### config.mk
export PLATFORM = sky130hd
export DESIGN_NAME = hardwired_control_unit
export DESIGN_NICKNAME = d
export VERILOG_FILES = /design/src/rtl/hardwired_control_unit.sv
export SDC_FILE = /design/constraint.sdc
export NUM_CORES = 1
export LEC_CHECK = 0
export ABC_AREA = 1
export BUFFER_PORTS_ARGS = -buffer_cell sky130_fd_sc_hd__buf_2
export CORE_UTILIZATION = 35
export DETAILED_ROUTE_END_ITERATION = 10
export GPL_TIMING_DRIVEN = 0
export PLACE_DENSITY = 0.83
export REMOVE_ABC_BUFFERS = 1
export SLEW_MARGIN = 25
export SYNTH_ARGS = -nofsm -noshare
export SYNTH_HDL_FRONTEND = slang
export SYNTH_SLANG_ARGS = --single-unit
### constraint.sdc
create_clock -name clock -period 1.7 [get_ports clock]
set_input_delay 0.34 -clock clock [delete_from_list [all_inputs] [get_ports clock]]
set_output_delay 0.34 -clock clock [all_outputs]
set_load 0.01 [all_outputs]
### src/rtl/hardwired_control_unit.sv
// hardwired_control_unit
// Moore control sequencer for a single-bus datapath: fetch, 3-register ALU
// ops, mul/div through HI/LO, nop and halt. Every output is a function of
// the current state and the IR fields only; the state register is the only
// storage in the block.
//
// Optional build macro MEM_WAIT_EN: adds a mem_ready input and a fetch wait
// state F1W that holds Read/MDRin until memory responds.
//
// The IR fields are sampled for decode on the way out of F2, so the
// instruction being fetched must be visible on ir by the end of F2.
module hardwired_control_unit #(
    parameter int OPW  = 5,
    parameter int NREG = 16
) (
    input  logic            clock,
    input  logic            clear,
    input  logic [31:0]     ir,
`ifdef MEM_WAIT_EN
    input  logic            mem_ready,
`endif
    output logic            PCout,
    output logic            Zlowout,
    output logic            Zhighout,
    output logic            MDRout,
    output logic            MARin,
    output logic            PCin,
    output logic            MDRin,
    output logic            IRin,
    output logic            Yin,
    output logic            HIin,
    output logic            LOin,
    output logic            ZlowIn,
    output logic            ZhighIn,
    output logic            Read,
    output logic            IncPC,
    output logic [NREG-1:0] Rin,
    output logic [NREG-1:0] Rout,
    output logic [OPW-1:0]  alu_op,
    output logic            run
);

    typedef enum logic [3:0] {
        RESET_ST,
        F0,
        F1,
`ifdef MEM_WAIT_EN
        F1W,
`endif
        F2,
        T3,
        T4,
        T5,
        T6,
        HALT
    } state_t;

    localparam logic [OPW-1:0] OP_ALU_LO = OPW'(3);
    localparam logic [OPW-1:0] OP_ALU_HI = OPW'(14);
    localparam logic [OPW-1:0] OP_MUL    = OPW'(15);
    localparam logic [OPW-1:0] OP_DIV    = OPW'(16);
    localparam logic [OPW-1:0] OP_HALT   = OPW'(27);

    state_t state_q, state_d;

    logic [OPW-1:0] op;
    logic [3:0]     ra, rb, rc;
    logic           is_alu, is_muldiv;
    logic           ir_unused;

    assign op        = ir[31 -: OPW];
    assign ra        = ir[26:23];
    assign rb        = ir[22:19];
    assign rc        = ir[18:15];
    assign ir_unused = ^ir[14:0];

    assign is_alu    = (op >= OP_ALU_LO) && (op <= OP_ALU_HI);
    assign is_muldiv = (op == OP_MUL) || (op == OP_DIV);

    function automatic logic [NREG-1:0] onehot(input logic [3:0] idx);
        logic [NREG-1:0] v;
        v      = '0;
        v[idx] = 1'b1;
        return v;
    endfunction

    // State register; clear drops the sequencer back to RESET_ST at once.
    always_ff @(posedge clock or posedge clear) begin
        if (clear) state_q <= RESET_ST;
        else       state_q <= state_d;
    end

    // Next-state decode and Moore strobes for the current state.
    always_comb begin
        state_d  = state_q;
        PCout    = 1'b0;
        Zlowout  = 1'b0;
        Zhighout = 1'b0;
        MDRout   = 1'b0;
        MARin    = 1'b0;
        PCin     = 1'b0;
        MDRin    = 1'b0;
        IRin     = 1'b0;
        Yin      = 1'b0;
        HIin     = 1'b0;
        LOin     = 1'b0;
        ZlowIn   = 1'b0;
        ZhighIn  = 1'b0;
        Read     = 1'b0;
        IncPC    = 1'b0;
        Rin      = '0;
        Rout     = '0;
        alu_op   = '0;
        run      = 1'b0;

        case (state_q)
            RESET_ST: begin
                state_d = F0;
            end
            F0: begin
                // PC to MAR while the ALU forms PC+1 into Z.
                PCout   = 1'b1;
                MARin   = 1'b1;
                IncPC   = 1'b1;
                ZlowIn  = 1'b1;
                alu_op  = '1;
                run     = 1'b1;
                state_d = F1;
            end
            F1: begin
                // PC+1 back into PC, memory word into MDR.
                Zlowout = 1'b1;
                PCin    = 1'b1;
                Read    = 1'b1;
                MDRin   = 1'b1;
                run     = 1'b1;
`ifdef MEM_WAIT_EN
                state_d = mem_ready ? F2 : F1W;
`else
                state_d = F2;
`endif
            end
`ifdef MEM_WAIT_EN
            F1W: begin
                // PC already updated; keep the read open until memory answers.
                Read    = 1'b1;
                MDRin   = 1'b1;
                run     = 1'b1;
                state_d = mem_ready ? F2 : F1W;
            end
`endif
            F2: begin
                MDRout = 1'b1;
                IRin   = 1'b1;
                run    = 1'b1;
                if (is_alu || is_muldiv) state_d = T3;
                else if (op == OP_HALT)  state_d = HALT;
                else                     state_d = F0;
            end
            T3: begin
                Rout    = onehot(rb);
                Yin     = 1'b1;
                run     = 1'b1;
                state_d = T4;
            end
            T4: begin
                Rout    = onehot(rc);
                alu_op  = op;
                ZlowIn  = 1'b1;
                ZhighIn = is_muldiv;
                run     = 1'b1;
                state_d = T5;
            end
            T5: begin
                Zlowout = 1'b1;
                run     = 1'b1;
                if (is_muldiv) begin
                    LOin    = 1'b1;
                    state_d = T6;
                end else begin
                    Rin     = onehot(ra);
                    state_d = F0;
                end
            end
            T6: begin
                Zhighout = 1'b1;
                HIin     = 1'b1;
                run      = 1'b1;
                state_d  = F0;
            end
            HALT: begin
                state_d = HALT;
            end
            default: begin
                state_d = RESET_ST;
            end
        endcase
    end

endmodule
## After elaboration in Yosys (flattened, before gate mapping)

Cells that the tools add are included.

- Word-level logic and storage cells: 56
- Bits in registers: 4
- Bits of input ports: 34
- Output and inout port bits: 53

- Reduce and logical (&&, ||, !) cells: 11
- Muxes and demuxes: 25
- Equality and inequality tests: 11
- $lt $le $gt $ge: 8

Operator list:

| kind | number |
|---|---|
| two-way mux 16 bit | 2 |
| one-hot mux 16 bit (2 select lines) | 1 |
| one-hot mux 4 bit (8 select lines) | 1 |
| == test 4 x 3 -> 1 bit (second input constant) | 4 |
| less-than comparator 4 x 5 -> 1 bit (second input constant) | 3 |
| two-way mux 1 bit | 14 |
| demux 1 bit (select 4 bit) | 3 |
| >= comparator 4 x 1 -> 1 bit (second input constant) | 3 |
| == test 5 bit (second input constant) | 2 |
| one-hot mux 5 bit (2 select lines) | 1 |
| == test 4 x 2 -> 1 bit (second input constant) | 2 |
| two-way mux 4 bit | 2 |
| OR reduction 7 bit | 1 |
| OR reduction 2 bit | 3 |
| == test 5 x 4 -> 1 bit (second input constant) | 1 |
| >= comparator 5 x 2 -> 1 bit (second input constant) | 1 |
| <= comparator 5 x 4 -> 1 bit (second input constant) | 1 |
| == test 4 x 1 -> 1 bit (second input constant) | 1 |
| == test 4 bit (second input constant) | 1 |
| logical AND 1 bit | 4 |
| zero test 4 bit | 1 |
| two-way mux 3 bit | 1 |
| logical OR 1 bit | 2 |

## Logic depth before layout (Yosys ltp)

Gate-level depths: netlist of the first run.

- Depth in word-level cells: 6
- Depth in mapped cells: 7
- Gate-level depth less buffers: 7

## Worst setup path after synthesis of the first run

OpenSTA, ideal clock, no wires.

- Path type: register -> output
- Start: reg state_q[3]
- End: out Rout[1]
- Path buffers: 0
- Arrival: 1.203 ns
- Data required time: 1.360 ns
- Stages on the path, launching flop included: 8
- Path slack: 0.157 ns
- Cell sequence: dfrtp_1 inv_2 nand2_4 inv_1 nand2_1 inv_2 nand3_2 o21ai_0

- Longest elaborated chain between the ends: 2
- Elaborated cells on any way between the ends: 3
- Classes of those cells: eq/ne (2); mux (1)

Ends and longest elaborated chain:

| what | RTL line | source |
|---|---|---|
| start: declaration | 64 | `state_t state_q, state_d;` |
| start signal: assignment | 90 | `else state_q <= state_d;` |
| == test 4 x 3 -> 1 bit | 116 | `case (state_q)` |
| one-hot mux 16 bit (2 select lines) * | 116 |  |
| end: declaration | 38 | `output logic [NREG-1:0] Rout,` |

Mark *: on every way between the ends. The rest lies on a longest branch, timed or not.

## Worst setup path in the final report of the first run

- Start: reg state_q[1]
- End: out Rout[10]

Same word-level chain as after synthesis.

==> results of run 1 <==
==> critical path, stage by stage (launching register included) <==
cell     delay, ps
dfrtp_2        430
inv_2           90
nand2_4         60
nor2_4         240
nand3_2        150
o22ai_1        160
buf_2          150
==> final cells by class <==
| cell class | count | area, um2 |
|---|---|---|
| clock buffers | 3 | 22.5 |
| fillers | 247 | 826 |
| inverters | 26 | 97.6 |
| multi-input cells | 119 | 733 |
| flip-flops and latches | 4 | 104 |
| well taps | 28 | 35.0 |
| repair buffers | 81 | 437 |
==> logic make-up after synthesis <==
logic type             count (synthesis)  share of synthesized area, %
AOI/OAI and AO/OA                     22                          14.9
buffers and inverters                 32                          16.8
and+or+nand+nor                       97                          56.6
DFF                                    4                          11.8
==> timing repair <==
item / 4_1_cts / 5_1_grt
cloned: 0 / 0
pin swaps: 6 / 11
hold buffers: 1 / 0
gates resized for setup: 11 / 25
hold endpoints to repair: 4 / 0
buffers inserted: 7 / 2
endpoints found under the setup margin: 34 / 47
==> how the worst max path moves through the flow <==
stage,to,cells past startpoint
floorplan,Rout[1],7
global placement,Rin[0],7
detailed placement,Rout[0],6
CTS,Rout[1],6
global route,Rout[13],8
finish,Rout[10],6
==> layout by cell type (no fill, tap or decap) <==
| master | netlist | routed |
|---|---|---|
| dlygate4sd3_1 | 0 | 1 |
| o22ai_1 | 13 | 10 |
| dfrtp_1 | 4 | 1 |
| nand2_1 | 28 | 23 |
| o21ai_1 | 2 | 5 |
| nor2_8 | 1 | 1 |
| or2_2 | 3 | 3 |
| nand3_4 | 0 | 1 |
| nand3_1 | 11 | 6 |
| buf_4 | 6 | 8 |
| nor2_2 | 3 | 5 |
| clkbuf_4 | 0 | 3 |
| nand4_1 | 6 | 6 |
| a21oi_1 | 4 | 4 |
| buf_2 | 0 | 71 |
| or2_1 | 1 | 1 |
| nor2_4 | 1 | 3 |
| nor3_4 | 0 | 2 |
| inv_1 | 21 | 20 |
| inv_2 | 5 | 6 |
| nor2_1 | 31 | 27 |
| or2_4 | 1 | 1 |
| nor3_2 | 1 | 3 |
| nand2_4 | 1 | 3 |
| nand3_2 | 3 | 7 |
| o22ai_2 | 0 | 3 |
| nand2_2 | 1 | 4 |
| buf_6 | 0 | 1 |
| dfrtp_2 | 0 | 3 |
| nor3_1 | 5 | 1 |
==> through the flow <==
step / hold slack (ps) / setup TNS [ps] / area (um2) / utilization, % / std cells
6_report: 513 / -3030 / 1430 / 63.4 / 261
5_1_grt: 520 / -5750 / 1430 / 63.4 / 261
4_1_cts: 510 / -2820 / 1330 / 58.8 / 259
3_5_place_dp: 220 / 0 / 1190 / 53.0 / 248
3_3_place_gp: 219 / 0 / 1190 / 53.0 / 248
2_1_floorplan: 106 / 0 / 805 / - / 149
==> metal layers <==
metal | wire length, um | part of all wire (%) | track usage (%)
met1 | 1130 | 40 | 22.5
met5 | 0 | 0 | 0
met3 | 147 | 5.3 | 1.79
met2 | 1470 | 53 | 39.0
met4 | 37 | 1.3 | 7.66
==> power by group <==
| part | internal [W] | switching (W) | leakage [nW] | total [W] |
|---|---|---|---|---|
| Clock | 0.0000788 | 0.0000367 | 0.0138 | 0.000116 |
| Combinational | 0.000411 | 0.000627 | 0.763 | 0.00104 |
| Sequential | 0.000137 | 0.0000613 | 0.0472 | 0.000198 |
| Total | 0.000627 | 0.000725 | 0.824 | 0.00135 |
==> impl_metrics.tcl, run 1 <==
set metrics [dict create \
    synth_top_area_share_pct 13.7 \
    reg2reg_slack_ps 480 \
    largestRegisters "state_q (4)" \
    synth.top_cells.by_count "nor2_1, nand2_1, inv_1" \
    crit_path_start_kind "register" \
    min_path_type "in -> reg" \
    grtUsageTotal_pct 20.2 \
    status "finished, violations left" \
    synthArstFlopShare_pct 100 \
    preCtsSetupSlack_ps 12.8 \
    cts_tree "built" \
    period_share_pct 109 \
    vias 1282 \
    synth_seq_area_share_pct 11.8 \
    avgSynthCellArea_um2 5.48 \
    max_freq_mhz 537 \
    cts_root_buffer "clkbuf_4" \
    nets 269 \
    clockBufferDepth 2 \
    regMostFlops "state_q" \
    largest_reg_flops 4 \
    vias_per_cell 4.91 \
    whs_path_depth 5 \
    min_to "state_q[3]" \
    clk_latency_ps 230 \
    worst_slew_pin_slew_ps 252 \
    first_iter_violations 34 \
    r2r-start "state_q[2]" \
    post_drt_wl_per_cell_um 10.7 \
    report.final.hold_viol_count 0 \
    antenna_found_initial 0 \
    setup_viol 30 \
    synth_edf_count 0 \
    cp_max_fo 8 \
    yosys.area.top_type "nor2_1" \
    dieArea_mm2 0.00263 \
    area_growth_pct 68.2 \
    worstPathArrival_ps 1520 \
    cts_sinks 4 \
    min_from "ir[31]" \
    grt_max_degree 9 \
    dpl.hpwl_um 2120 \
    grt_pass1_vias 1051 \
    ys_seq_elements 4 \
    ys_types 23 \
    path_clk_slew_ps 40 \
    die_w_um 51.3 \
    core-area_mm2 0.00225 \
    synth_ff_type "dfrtp_1" \
    worstPathRequired_ps 1360 \
    num_rows 17 \
    overflow 0 \
    power_density_mw_per_mm2 946 \
    p_total_w 0.00135 \
    cts-htree-levels 1 \
    pin_count 87 \
    portBuffers 71 \
    rsz0062_at_grt "yes" \
    yosysMostFrequentCell "nor2_1" \
    worstSetupStartpoint "state_q[1]" \
    yosys_warnings 0 \
    vdd_drop_max_uv 937 \
    synthTopCellsByArea "nor2_1, nand2_1, dfrtp_1" \
    grt_pass1_wl_um 4130 \
    drv_cap 0 \
    antennaDiodeCount 0 \
    cp-end-kind "primary output" \
    violations "negative setup slack" \
    max-slew-margin-rel_pct 83.2 \
    place_congestion 0.823 \
    rr_endpoint "state_q[2]" \
    start_util_pct 37.7 \
    synthCells 155 \
    min_period_ps 1860 \
    leakage_nw 0.824 \
    wl_um 2790 \
    maxSlewViolCount 0 \
    numCtsBuffers 3 \
    worst-setup-path-type "reg -> out" \
    synth_area_um2 850 \
    first_pass_iters 4 \
    reg2reg_depth 5 \
    clock_skew_ps 1.61 \
    ant_nets 0 \
    drive_gt1_share_pct 54.9 \
    die_height_um 51.3 \
    setup_ws_ps -161 \
    drc_errors 0 \
]
No activity file was read; power rests on OpenSTA's default activity.
==> inputs of run 2 (changes only) <==
GPL_TIMING_DRIVEN = not set   (was 0)
==> impl_metrics.tcl, run 2 (same netlist as run 1, synthesis figures left out) <==
set metrics [dict create \
    antenna_found_initial 0 \
    core-area_mm2 0.00225 \
    crit_path_start_kind "register" \
    grtUsageTotal_pct 20.9 \
    largestRegisters "state_q (4)" \
    dieArea_mm2 0.00263 \
    largest_reg_flops 4 \
    grt_max_degree 9 \
    final_common_cell "buf_2" \
    clock_skew_ps 1.34 \
    rr_endpoint "state_q[0]" \
    regMostFlops "state_q" \
    vias_per_cell 5.06 \
    worstSetupStartpoint "state_q[1]" \
    reg2reg_slack_ps 280 \
    area_growth_pct 92.0 \
    violations "negative setup slack" \
    power_density_mw_per_mm2 1030 \
    cp_max_fo 8 \
    whs_ps 527 \
    ant_nets 0 \
    vdd_drop_max_uv 1000 \
    vias 1391 \
    status "finished, violations left" \
    overflow 0 \
    worst_slew_pin_slew_ps 291 \
    path_clk_slew_ps 40 \
    clk_latency_ps 230 \
    min_path_type "in -> async" \
    pin_count 87 \
    rsz0062_at_grt "yes" \
    numCtsBuffers 3 \
    die_w_um 51.3 \
    max-slew-margin-rel_pct 80.6 \
    portBuffers 71 \
    first_pass_iters 4 \
    worstPathArrival_ps 1570 \
    drv_cap 0 \
    first_iter_violations 41 \
    grt_pass1_vias 1080 \
    layout_common_cells "buf_2, nor2_1, nand2_1" \
    nets 283 \
    wl_um 3190 \
    post_drt_wl_per_cell_um 11.6 \
    worst-setup-path-type "reg -> out" \
    fin_cells 275 \
    maxSlewViolCount 0 \
    place_congestion 0.849 \
    grt_pass1_wl_um 4250 \
    nFillCells 196 \
    cp-end-kind "primary output" \
    report.final.hold_viol_count 0 \
    drive_gt1_share_pct 59.1 \
    start_util_pct 37.7 \
    dpl_cell_area_mm2 0.00123 \
    antennaDiodeCount 0 \
    min_period_ps 1910 \
    drc_errors 0 \
    setup_viol 35 \
    cts-htree-levels 1 \
    r2r-start "state_q[0]" \
    clockBufferDepth 2 \
    cts_tree "built" \
    max_freq_mhz 523 \
    cts_root_buffer "clkbuf_4" \
    worstPathRequired_ps 1360 \
    stdcell_area_mm2 0.00163 \
    dpl.hpwl_um 2160 \
    cts_sinks 4 \
    period_share_pct 112 \
    setup_ws_ps -212 \
    endpoint "Rout[11]" \
    num_rows 17 \
    leakage_nw 0.919 \
    reg2reg_depth 7 \
    die_height_um 51.3 \
    dp.cells 253 \
]
==> run 2: metal layers <==
| metal | wire length, um | track usage (%) |
|---|---|---|
| met5 | 0 | 0 |
| met4 | 29 | 7.66 |
| met3 | 152 | 2.68 |
| met2 | 1690 | 40.1 |
| met1 | 1310 | 23.0 |
==> run 2: report_power, final <==
group	internal, W	leakage (nW)	total [W]	switching, W
logic	0.000613	0.857	0.00138	0.000765
clock network	0.0000787	0.0138	0.000114	0.0000353
registers	0.000134	0.0481	0.000183	0.0000486
==> run 2: worst min-delay path by stage <==
stage / start / endpoint / slack, ps
floorplan: clear / state_q[0] / 110
global placement: clear / state_q[0] / 220
detailed placement: clear / state_q[2] / 220
CTS: clear / state_q[0] / 520
global route: clear / state_q[0] / 520
finish: clear / state_q[0] / 530
==> run 2: final cells by class <==
type / instances / area (um2) / share of cell area [%]
Sequential cell: 4 / 103 / 6.29
Multi-Input combinational cell: 119 / 793 / 48.6
Tap cell: 28 / 35.0 / 2.15
Clock buffer: 3 / 22.5 / 1.38
Inverter: 26 / 101 / 6.21
Timing Repair Buffer: 95 / 577 / 35.4
==> run 2: per-stage QoR <==
step / total power (W) / setup WS, ps / utilization, % / setup TNS, ps
after global placement: 0.00106 / 57.8 / 54.7 / 0
after global routing: 0.00180 / -300 / 72.4 / -7360
after floorplan: 0.000700 / 157 / - / 0
after detailed placement: 0.00107 / 37.9 / 54.7 / 0
after CTS: 0.00131 / -141 / 60.9 / -2880
final: 0.00167 / -212 / 72.4 / -4100
==> run 2: what timing repair did <==
item	4_1_cts	5_1_grt
endpoints found under the hold margin	4	0
hold buffers	1	0
resized for setup	12	40
setup buffers	8	10
endpoints found under the setup margin	40	46
pin swaps	7	9
==> run 2: worst max-delay path, cell delays in order, from the launching register on <==
cell     delay [ps]
dfrtp_2         420
inv_2            70
nand2_2          70
nor2_4          280
nand3_2         160
o22ai_1         190
buf_2           160
